==> config.mk <==
export PLATFORM = sky130hd
export DESIGN_NAME = conv_sum_accumulator
export DESIGN_NICKNAME = d
export VERILOG_FILES = /design/src/rtl/conv_sum_accumulator.sv
export SDC_FILE = /design/constraint.sdc
export NUM_CORES = 1
export LEC_CHECK = 0
export CAP_MARGIN = 10
export CORE_ASPECT_RATIO = 1.2
export CORE_MARGIN = 4
export CORE_UTILIZATION = 50
export CTS_BUF_LIST = sky130_fd_sc_hd__clkbuf_8
export CTS_CLUSTER_DIAMETER = 50
export CTS_CLUSTER_SIZE = 14
export DETAILED_ROUTE_END_ITERATION = 7
export MAX_ROUTING_LAYER = met4
export PLACE_DENSITY = 0.79
export SYNTH_ARGS = -nofsm -noshare
export SYNTH_HDL_FRONTEND = slang
export SYNTH_SLANG_ARGS = --single-unit
==> constraint.sdc <==
create_clock -name clk -period 3.6 [get_ports clk]
set_input_delay 0.36 -clock clk [delete_from_list [all_inputs] [get_ports clk]]
set_output_delay 0.36 -clock clk [all_outputs]
set_load 0.02 [all_outputs]
==> src/rtl/conv_sum_accumulator.sv <==
`default_nettype none
// ============================================================================
//  Module      : conv_sum_accumulator
//  Description : Final reduction stage after the L3 adder array. Sums all
//                lanes of each input beat, accumulates NUM_PASSES beats into
//                one unsigned convolution result with saturation, and holds
//                that result on a valid/ready output register.
//  Revision    : 1.0  initial release
// ============================================================================
module conv_sum_accumulator #(
  parameter int DATA_WIDTH = 18,
  parameter int ARRAY_SIZE = 2,
  parameter int NUM_PASSES = 4,
  parameter int ACC_WIDTH  = 24
) (
  input  logic                                   clk,
  input  logic                                   reset,
  input  logic                                   enable,
  input  logic                                   in_valid,
  output logic                                   in_ready,
  input  logic [ARRAY_SIZE*(DATA_WIDTH+1)-1:0]   in_data,
  output logic                                   out_valid,
  input  logic                                   out_ready,
  output logic [ACC_WIDTH-1:0]                   out_data,
  output logic                                   out_sat
);

  localparam int LANE_W = DATA_WIDTH + 1;
  localparam int CNT_W  = $clog2(NUM_PASSES + 1);

  typedef enum logic [1:0] {
    ST_IDLE  = 2'd0,
    ST_ACCUM = 2'd1,
    ST_DONE  = 2'd2
  } state_t;

  state_t               state_q,     state_d;
  logic [ACC_WIDTH-1:0] acc_q,       acc_d;
  logic [CNT_W-1:0]     pass_cnt_q,  pass_cnt_d;
  logic                 sat_q,       sat_d;
  logic                 out_valid_q, out_valid_d;
  logic [ACC_WIDTH-1:0] out_data_q,  out_data_d;
  logic                 out_sat_q,   out_sat_d;

  logic [ACC_WIDTH-1:0] beat_sum;
  logic [ACC_WIDTH-1:0] acc_base;
  logic                 sat_base;
  logic [ACC_WIDTH:0]   sum_ext;
  logic [CNT_W-1:0]     cnt_next;
  logic                 accept;
  logic                 xfer;

  // No new beat may enter while a finished result is still waiting.
  assign in_ready  = enable & (state_q != ST_DONE);
  assign accept    = in_valid & in_ready;
  assign xfer      = enable & out_valid_q & out_ready;

  assign out_valid = out_valid_q;
  assign out_data  = out_data_q;
  assign out_sat   = out_sat_q;

  // Zero-extend every lane to accumulator width and add them together.
  always_comb begin
    beat_sum = '0;
    for (int i = 0; i < ARRAY_SIZE; i++) begin
      beat_sum = beat_sum + ACC_WIDTH'(in_data[i*LANE_W +: LANE_W]);
    end
  end

  // Next-state, accumulate/saturate and output-register update.
  always_comb begin
    state_d     = state_q;
    acc_d       = acc_q;
    pass_cnt_d  = pass_cnt_q;
    sat_d       = sat_q;
    out_valid_d = out_valid_q;
    out_data_d  = out_data_q;
    out_sat_d   = out_sat_q;

    // The first beat of a set starts from zero regardless of leftover state.
    acc_base = (state_q == ST_ACCUM) ? acc_q : '0;
    sat_base = (state_q == ST_ACCUM) ? sat_q : 1'b0;
    sum_ext  = {1'b0, acc_base} + {1'b0, beat_sum};
    cnt_next = (state_q == ST_ACCUM) ? (pass_cnt_q + CNT_W'(1)) : CNT_W'(1);

    case (state_q)
      ST_IDLE, ST_ACCUM: begin
        if (accept) begin
          pass_cnt_d = cnt_next;
          // Carry out of the extended sum means the result no longer fits.
          acc_d      = sum_ext[ACC_WIDTH] ? '1 : sum_ext[ACC_WIDTH-1:0];
          sat_d      = sat_base | sum_ext[ACC_WIDTH];
          if (cnt_next == CNT_W'(NUM_PASSES)) begin
            state_d     = ST_DONE;
            out_valid_d = 1'b1;
            out_data_d  = acc_d;
            out_sat_d   = sat_d;
          end else begin
            state_d = ST_ACCUM;
          end
        end
      end
      ST_DONE: begin
        if (xfer) begin
          state_d     = ST_IDLE;
          acc_d       = '0;
          pass_cnt_d  = '0;
          sat_d       = 1'b0;
          out_valid_d = 1'b0;
          out_data_d  = '0;
          out_sat_d   = 1'b0;
        end
      end
      default: begin
        state_d = ST_IDLE;
      end
    endcase
  end

  // State and datapath registers; reset discards any partial or pending result.
  always_ff @(posedge clk or posedge reset) begin
    if (reset) begin
      state_q     <= ST_IDLE;
      acc_q       <= '0;
      pass_cnt_q  <= '0;
      sat_q       <= 1'b0;
      out_valid_q <= 1'b0;
      out_data_q  <= '0;
      out_sat_q   <= 1'b0;
    end else begin
      state_q     <= state_d;
      acc_q       <= acc_d;
      pass_cnt_q  <= pass_cnt_d;
      sat_q       <= sat_d;
      out_valid_q <= out_valid_d;
      out_data_q  <= out_data_d;
      out_sat_q   <= out_sat_d;
    end
  end

endmodule
`default_nettype wire

==> results.py, run 1 <==
metrics = {
    "cells_and_area": {
        "syn_to_final_growth_pct": 26.54,
        "drive_above_1_share_pct": 10.10,
        "num_antenna_cells": 0,
        "finish.net_count": 577,
        "postLayoutCoreUtil_pct": 66.24,
        "fill_cells": 621,
        "finalInstanceArea_um2": 4903,
        "layout.cells.non_filler": 585,
    },
    "sta": {
        "drv_slew": 0,
        "fin_crit_ns": 3.500,
        "finalWorstSetupSlack_ns": 0.1004,
        "setup_tns_ns": 0,
        "worst-slew-pin-transition_ns": 0.8865,
        "setup-violations-final": 0,
        "period_share_pct": 97.21,
        "fmax_mhz": 285.7,
        "finClkSkew_ns": 0.01022,
        "timing.final.hold_violations": 0,
        "slew_headroom_pct": 40.90,
    },
    "clock_tree": {
        "cts-htree-levels": 2,
        "cts.hold.buffers_added": 0,
        "clock-root-buffer": "clkbuf_8",
        "clock_sinks": 56,
        "clk_pin_slew_ns": 0.11,
        "cts_tree": "built",
        "clk_path_buf_depth": 2,
        "numCtsBuffers": 5,
        "clkLatencyLatePin_ns": 0.32,
    },
    "synth": {
        "syn_nets": 505,
        "synth_cell_types": 59,
        "synth_area_um2": 3875,
        "avgSynthCellArea_um2": 9.182,
        "yosys.area.top_type": "dfrtp_1",
        "async_flop_share_pct": 100.0,
        "seq_area_frac_synth_pct": 36.16,
        "synth_edf_count": 0,
        "synth_seq_cells": 56,
        "yosysWarnings": 0,
        "yosysTopAreaCellShare_pct": 36.16,
        "synth_ff_type": "dfrtp_1",
        "syn_inst": 422,
        "yosysMostFrequentCell": "dfrtp_1",
        "yosys-top-cells-count": "56 x dfrtp_1, 53 x o21ai_0, 52 x nand2_1, 27 x nor2_1, 26 x and2_1",
        "netlist_top_cells_area": "dfrtp_1 36%, fa_1 10%, o21ai_0 6.8%",
    },
    "setup_path": {
        "path_cells": "and2b_1, buf_12, and2_1, fa_1, ha_2, a21oi_4, o21ai_1, a221o_1, a211o_1, a311oi_2, xor2_1, a31oi_1",
        "end_kind": "flip-flop",
        "cp-start-kind": "flip-flop",
        "required_ns": 3.80,
        "crit_type": "flip-flop to flip-flop",
        "crit_arrival_ns": 3.70,
        "reg2reg_depth": 12,
        "slowest_delay_ns": 0.52,
        "cpMaxStageDelayCell": "fa_1",
        "crit_fanout": 13,
    },
    "placed_design": {
        "placed_cells": 576,
        "pre_cts_ws_ns": 0.09240,
        "hpwlAfterDp_um": 7825,
        "place_area_um2": 4722,
        "gp_congestion": 0.9120,
        "port_buffers": 69,
    },
    "route": {
        "ant_nets": 0,
        "first_iter_violations": 172,
        "vias_per_cell": 5.879,
        "wl_per_cell_um": 17.57,
        "first_pass_iters": 5,
        "drc": 0,
        "wl_um": 10280,
        "vias": 3439,
    },
    "status": {
        "status": "complete, no violations",
    },
    "grt": {
        "grt_start_max_net_pins": 34,
        "grt_pass1_wl_um": 16910,
        "grt_pass1_vias": 3587,
        "grt_usage_pct": 23.39,
        "antenna_found_initial": 0,
        "grt_overflow": 0,
    },
    "floorplanning": {
        "die_x_um": 88.37,
        "dieArea_um2": 9228,
        "start_util_pct": 52.35,
        "io_pins": 70,
        "core.rowCount": 34,
        "die_h_um": 104.4,
        "core_area_um2": 7402,
    },
    "pwr": {
        "peakVddDrop_uv": 650.2,
        "powerDensity_nw_per_um2": 1033,
        "leakage_nw": 2.153,
    },
    "worst_hold_path": {
        "min-delay-path-class": "input port to async pin",
    },
    "job": {
        "maxCapViolCount": 0,
    },
}
==> final cells by class <==
class | instances | area (um2) | area share [%]
clock buffer | 5 | 68.82 | 1.403
clock inverter | 3 | 42.54 | 0.8676
inverter | 9 | 33.78 | 0.6890
multi-input combinational | 338 | 2429 | 49.53
sequential | 56 | 1401 | 28.58
tap | 90 | 112.6 | 2.297
timing repair buffer | 84 | 815.8 | 16.64
==> per-stage QoR <==
| stage | hold WS [ns] | total power, mW |
|---|---|---|
| after floorplan | 0.4418 | 3.456 |
| after global placement | 0.4533 | 4.407 |
| after detailed placement | 0.4620 | 4.485 |
| after CTS | 0.4833 | 4.924 |
| after global routing | 0.5137 | 5.499 |
| final | 0.4562 | 5.067 |
==> per-layer routing <==
layer  vias to the layer above  track usage [%]  share of wire [%]
li1                       1618                -                  -
met1                      1696            29.36                 41
met2                       115            39.25                 52
met3                        10            3.170                5.5
met4                         0            6.263                1.3
met5                         -                -                  0
==> worst paths after layout <==
kind,startpoint,to,slack [ns]
worst max-delay path,state_q[0],out_data[18],0.10
worst min-delay path,reset,out_valid,0.46
worst max register to register,state_q[0],out_data[18],0.10
worst min register to register,acc_q[8],acc_q[8],0.48
max in group asynchronous,reset,acc_q[19],2.34
min in group clk,acc_q[8],acc_q[8],0.48
==> layout by cell type (no fill, tap or decap), types with 6 or more instances in the layout <==
| master | netlist | routed |
|---|---|---|
| a21o_1 | 8 | 8 |
| a21oi_1 | 23 | 19 |
| a21oi_2 | 3 | 6 |
| and2_1 | 26 | 26 |
| and3_1 | 7 | 7 |
| buf_4 | 0 | 14 |
| clkdlybuf4s50_1 | 0 | 69 |
| dfrtp_1 | 56 | 56 |
| fa_1 | 20 | 20 |
| ha_1 | 20 | 15 |
| inv_1 | 9 | 8 |
| nand2_1 | 52 | 52 |
| nand3_1 | 15 | 15 |
| nor2_1 | 27 | 24 |
| o21ai_0 | 53 | 51 |
| xnor2_1 | 8 | 8 |
| xor2_1 | 10 | 10 |
==> power breakdown <==
group          total [mW]  switching (mW)  internal [mW]
combinational        3.58            2.03           1.55
sequential           1.06           0.161          0.901
clock               0.420           0.214          0.206
==> state kept, by name, indices dropped and copies added, names as in the netlist <==
register	cells
out_data	24
state_q	2
out_valid	1
out_sat	1
pass_cnt_q	3
sat_q	1
acc_q	24
==> cell families (layout without fill, tap and decap cells) <==
group,count (synthesis),after routing,share of synthesized area [%]
adders and majority gates,40,40,16.79
AOI/OAI and AO/OA,125,125,20.18
xor gates and xnor gates,18,18,4.068
DFF,56,56,36.16
buffers and inverters,28,101,2.874
muxes,2,2,0.5166
and+or+nand+nor,153,153,19.41
==> critical path: cells and delay by family, from the launching register on <==
kind,cells,cell delay (ns)
AOI/OAI and AO/OA,6,1.39
adders and majority gates,2,0.85
DFF,1,0.39
and+or+nand+nor,2,0.35
xor gates and xnor gates,1,0.24
buffers and inverters,1,0.15
==> what timing repair did <==
| item | 4_1_cts | 5_1_grt |
|---|---|---|
| resized for setup | 0 | 18 |
| setup endpoints to repair | 0 | 32 |
| hold endpoints to repair | 0 | 0 |
| setup buffers | 0 | 1 |
Note: power is estimated with default switching activity, not from simulation.
==> run 2: changes to the inputs <==
==> constraint.sdc (replaced) <==
create_clock -name clk -period 3.6 [get_ports clk]
set_input_delay 0.54 -clock clk [delete_from_list [all_inputs] [get_ports clk]]
set_output_delay 0.54 -clock clk [all_outputs]
set_load 0.02 [all_outputs]
==> run 2 against run 1 <==
Setup slack lost 0.017 ns; critical endpoint is now out_data[22]; routed wire length grew 3.1%; sequential share of layout area shrank 0.96 points; largest cell class unchanged; non-clock buffer count grew 14.
==> results.py, run 2 (same netlist as run 1, synthesis figures left out) <==
metrics = {
    "status": {
        "status": "complete, no violations",
    },
    "floorplanning": {
        "core_area_um2": 7402,
        "io_pins": 70,
        "start_util_pct": 52.35,
        "dieArea_um2": 9228,
        "die_x_um": 88.37,
        "die_h_um": 104.4,
        "core.rowCount": 34,
    },
    "route": {
        "wl_per_cell_um": 17.68,
        "wl_um": 10590,
        "vias_per_cell": 5.928,
        "first_iter_violations": 194,
        "ant_nets": 0,
        "drc": 0,
        "vias": 3551,
        "first_pass_iters": 6,
    },
    "grt": {
        "antenna_found_initial": 0,
        "groute.layer.met2.usage_pct": 41.28,
        "grt_pass1_wl_um": 17330,
        "gr-usage-met1_pct": 28.85,
        "grt_pass1_vias": 3763,
        "grt_overflow": 0,
        "grt_usage_pct": 24.00,
        "top_usage_layer": "met2",
        "grt_start_max_net_pins": 57,
        "use_met3_pct": 3.487,
    },
    "pwr": {
        "pwr-share-comb_pct": 73.7,
        "p_sw_share_pct": 47.54,
        "seq_power_share_pct": 19.6,
        "internal-power_mw": 2.826,
        "powerDensity_nw_per_um2": 1062,
        "p_sw_mw": 2.561,
        "leakage_nw": 2.225,
        "pwr-share-clk_pct": 6.7,
        "peakVddDrop_uv": 555.0,
    },
    "sta": {
        "timing.final.hold_violations": 0,
        "worst-slew-pin-transition_ns": 0.8761,
        "drv_slew": 0,
        "fin_crit_ns": 3.516,
        "setup_tns_ns": 0,
        "setup-violations-final": 0,
        "fmax_mhz": 284.4,
        "finClkSkew_ns": 0.007735,
        "period_share_pct": 97.68,
        "slew_headroom_pct": 41.60,
    },
    "placed_design": {
        "hpwlAfterDp_um": 8039,
        "gp_congestion": 0.9381,
        "port_buffers": 69,
        "placed_cells": 588,
    },
    "clock_tree": {
        "numCtsBuffers": 5,
        "clkLatencyLatePin_ns": 0.32,
        "cts_tree": "built",
        "clock-root-buffer": "clkbuf_8",
        "clk_pin_slew_ns": 0.11,
        "cts.hold.buffers_added": 0,
        "clock_sinks": 56,
        "cts-htree-levels": 2,
        "clk_path_buf_depth": 2,
    },
    "setup_path": {
        "path_common_cell": "buf_4",
        "reg2reg_depth": 14,
        "required_ns": 3.81,
        "slowest_delay_ns": 0.46,
        "crit_type": "flip-flop to flip-flop",
        "reg2reg_setup_slack_ns": 0.08,
        "path_cells": "and2b_2, buf_6, and2_1, fa_1, ha_1, buf_4, a211oi_4, nor2_1, o31a_1, o211ai_1, buf_4, and2_4, nand2_1, o32a_1",
        "crit_fanout": 12,
        "end_kind": "flip-flop",
        "cp-start-kind": "flip-flop",
        "r2r_end": "out_data[22]",
        "cpMaxStageDelayCell": "fa_1",
        "reg2reg_from": "state_q[1]",
        "crit_arrival_ns": 3.73,
    },
    "worst_hold_path": {
        "hold_depth": 2,
        "min-delay-path-class": "flip-flop to flip-flop",
        "min_from": "acc_q[8]",
        "hold_end": "acc_q[8]",
    },
    "job": {
        "maxCapViolCount": 0,
    },
    "cells_and_area": {
        "layout_commonest_cell": "clkdlybuf4s50_1",
        "num_antenna_cells": 0,
        "final_cell_mix": "69 x clkdlybuf4s50_1, 56 x dfrtp_1, 51 x nand2_1",
        "layout.cells.non_filler": 599,
        "finish.net_count": 591,
        "fill_cells": 587,
        "syn_to_final_growth_pct": 30.93,
        "drive_above_1_share_pct": 15.13,
    },
}
## run 2: cell type report
cell class                 instances  area [um2]  area share [%]
tap                               90       112.6           2.219
sequential                        56        1401           27.62
clock inverter                     3       23.77          0.4686
multi-input combinational        338        2510           49.47
inverter                           9       33.78          0.6658
timing repair buffer              98       923.4           18.20
clock buffer                       5       68.82           1.356
## run 2: power groups by stage
stage	Sequential [mW]	Clock (mW)	Combinational, mW
6_report	1.06	0.360	3.97
5_1_grt	1.09	0.393	4.36
4_1_cts	1.06	0.368	3.60
3_5_place_dp	1.07	0	3.57
3_3_place_gp	1.06	0	3.50
2_1_floorplan	1.18	0	2.27
## run 2: layer usage
metal	share of wire [%]	vias to the layer above
met5	0	-
met4	2.2	0
met3	4.8	28
met2	52	118
met1	41	1749
li1	-	1656
## run 2: stage by stage
step | utilization [%] | area (um2) | power, mW | worst slack [ns] | hold slack (ns)
floorplan | - | 3876 | 3.456 | 0.05549 | 0.4418
detailed placement | 64.84 | 4800 | 4.641 | -0.01724 | 0.4626
global placement | 64.84 | 4800 | 4.558 | 0.01146 | 0.4535
global route | 68.54 | 5074 | 5.841 | -0.03218 | 0.5230
finish | 68.54 | 5074 | 5.387 | 0.08359 | 0.4797
CTS | 66.09 | 4892 | 5.021 | 0.01748 | 0.4858
## run 2: critical path: cells and delay by family, from the launching register on
kind / cells / cell delay (ns)
simple gates: 5 / 0.72
fa+ha+maj: 2 / 0.69
buf+inv: 3 / 0.45
compound gates: 4 / 1.09
flops: 1 / 0.42
## run 2: how the worst max path moves through the flow
stage               slack, ns         from            to
floorplan                0.06   state_q[1]  out_data[18]
global placement         0.01  in_data[10]     acc_q[17]
detailed placement      -0.02   in_data[1]     acc_q[21]
CTS                      0.02   state_q[1]     acc_q[17]
global route            -0.03   state_q[1]  out_data[22]
finish                   0.08   state_q[1]  out_data[22]
## run 2: repair_timing
action	CTS	global route
setup buffers	0	3
endpoints found under the setup margin	0	43
gates resized for setup	0	39
==> run 3: changes to the inputs <==
clock period = 2.94 ns   (was 3.6 ns; I/O delays follow)
==> run 3 against run 2 <==
The run now ends with setup timing left; critical endpoint unchanged; sequential power up 23%; critical path depth is 2 lower; combinational power is 81% higher; maximum frequency is 2.8% higher; total power increased by 68%; highest routed layer unchanged; largest cell class unchanged; non-clock buffer count rose by 50; via count increased by 12%.
==> results.py, run 3 (same netlist as run 1, synthesis figures left out) <==
metrics = {
    "status": {
        "status": "finished with violations",
        "violations": "setup timing",
    },
    "cells_and_area": {
        "final_cell_mix": "69 x clkdlybuf4s50_1, 66 x buf_4, 56 x dfrtp_1",
        "num_antenna_cells": 0,
        "fill_cells": 474,
        "layout_commonest_cell": "clkdlybuf4s50_1",
        "layout.cells.non_filler": 649,
        "postLayoutCoreUtil_pct": 80.34,
        "finish.net_count": 641,
        "finalInstanceArea_um2": 5947,
        "syn_to_final_growth_pct": 53.47,
        "drive_above_1_share_pct": 30.95,
    },
    "clock_tree": {
        "clk_path_buf_depth": 2,
        "clk_pin_slew_ns": 0.11,
        "cts-htree-levels": 2,
        "cts.hold.buffers_added": 0,
        "clock_sinks": 56,
        "numCtsBuffers": 5,
        "clkLatencyLatePin_ns": 0.32,
        "cts_tree": "built",
        "clock-root-buffer": "clkbuf_8",
    },
    "pwr": {
        "seq_power_share_pct": 14.4,
        "peakVddDrop_uv": 841.9,
        "internal-power_mw": 4.930,
        "leakage_nw": 2.591,
        "p_sw_share_pct": 45.43,
        "pwr-share-clk_pct": 5.8,
        "p_sw_mw": 4.105,
        "powerDensity_nw_per_um2": 1519,
        "pwr-share-comb_pct": 79.7,
        "finalPower_mw": 9.035,
    },
    "setup_path": {
        "r2r_end": "out_data[22]",
        "crit_type": "flip-flop to flip-flop",
        "reg2reg_from": "state_q[1]",
        "reg2reg_depth": 12,
        "cpMaxStageDelayCell": "fa_1",
        "crit_arrival_ns": 3.64,
        "slowest_delay_ns": 0.45,
        "path_cells": "and2b_4, clkbuf_16, and2_4, fa_1, ha_4, nand4_1, a21oi_2, o31a_1, o21ai_1, o21a_2, o211a_1, o32a_1",
        "reg2reg_setup_slack_ns": -0.48,
        "cp-start-kind": "flip-flop",
        "required_ns": 3.16,
        "crit_fanout": 5,
        "end_kind": "flip-flop",
        "critPathLaunch": "state_q[1]",
        "crit_path_end": "out_data[22]",
    },
    "sta": {
        "fmax_mhz": 292.4,
        "setup-violations-final": 50,
        "timing.final.hold_violations": 0,
        "slew_headroom_pct": 50.20,
        "drv_slew": 0,
        "grt_setup_unrepaired": "true",
        "worst-slew-pin-transition_ns": 0.7452,
        "period_share_pct": 116.3,
        "finClkSkew_ns": 0.006234,
        "fin_crit_ns": 3.420,
        "finalWorstSetupSlack_ns": -0.4800,
    },
    "job": {
        "maxCapViolCount": 0,
    },
    "route": {
        "drc": 0,
        "vias_per_cell": 6.149,
        "wl_um": 13230,
        "vias": 3991,
        "wl_per_cell_um": 20.38,
        "first_iter_violations": 210,
        "ant_nets": 0,
        "first_pass_iters": 5,
    },
    "floorplanning": {
        "dieArea_um2": 9228,
        "die_h_um": 104.4,
        "die_x_um": 88.37,
        "core.rowCount": 34,
        "start_util_pct": 52.35,
        "core_area_um2": 7402,
        "io_pins": 70,
    },
    "worst_hold_path": {
        "min-delay-path-class": "input port to async pin",
    },
    "grt": {
        "grt_usage_pct": 26.43,
        "grt_overflow": 0,
        "grt_start_max_net_pins": 57,
        "grt_pass1_wl_um": 18960,
        "grt_pass1_vias": 3973,
        "antenna_found_initial": 0,
    },
    "placed_design": {
        "place_area_um2": 5301,
        "port_buffers": 69,
        "hpwlAfterDp_um": 8316,
        "gp_congestion": 0.8931,
        "placed_cells": 628,
    },
}
run 3: cell count changes in the layout (fill, tap and decap cells not counted), sizes merged:
cell      change
clkinvlp      -1
bufinv        +1
buf          +48
clkbuf        +1
bufbuf        +1
run 3: worst min path at each step:
stage | endpoint | slack [ns] | cells after the start
after CTS | acc_q[4] | 0.49 | 2
after global placement | pass_cnt_q[1] | 0.45 | 2
after global routing | acc_q[22] | 0.51 | 3
after floorplan | acc_q[10] | 0.44 | 2
after detailed placement | acc_q[4] | 0.46 | 2
final | out_data[3] | 0.48 | 3
run 3: critical path: cells and delay by family, from the launching register on:
kind | cells | cell delay (ns)
AO/OA/AOI/OAI | 6 | 1.28
flip-flops | 1 | 0.39
AND/OR/NAND/NOR | 3 | 0.67
buffers and inverters | 1 | 0.18
adder cells (fa/ha/maj) | 2 | 0.78
run 3: per-layer routing:
metal  vias to the layer above  GRT usage, %  share of wire, %
met2                       198         45.67                53
met5                         -             -                 0
met4                         0         8.099               2.4
met3                        43         3.883               6.0
li1                       1760             -                 -
met1                      1990         31.22                38
run 3: repair_timing:
action,in CTS,in global routing
gates resized for setup,45,45
pin swaps,15,31
endpoints found under the setup margin,50,50
gates cloned,1,1
buffers inserted,8,3
run 3: power by group through the flow:
stage	Clock [mW]	Sequential [mW]	Combinational [mW]
after detailed placement	0	1.30	5.50
after CTS	0.526	1.29	6.12
after floorplan	0	1.45	3.27
final	0.525	1.30	7.20
after global routing	0.554	1.34	7.67
after global placement	0	1.30	5.37
run 3: per-stage QoR:
step,setup TNS [ns],worst slack [ns],hold WS [ns]
floorplan,-10.05,-0.3575,0.4418
global placement,-17.93,-0.4795,0.4527
detailed placement,-20.23,-0.5195,0.4634
CTS,-14.81,-0.3839,0.4870
global route,-25.07,-0.6410,0.5051
finish,-18.35,-0.4800,0.4765
run 3: final cells by class:
| class | instances | area, um2 | share of cell area (%) |
|---|---|---|---|
| Sequential cell | 56 | 1401 | 23.56 |
| Inverter | 9 | 33.78 | 0.5681 |
| Clock buffer | 5 | 68.82 | 1.157 |
| Timing Repair Buffer | 148 | 1398 | 23.50 |
| Tap cell | 90 | 112.6 | 1.894 |
| Multi-Input combinational cell | 338 | 2890 | 48.60 |
| Clock inverter | 3 | 42.54 | 0.7153 |
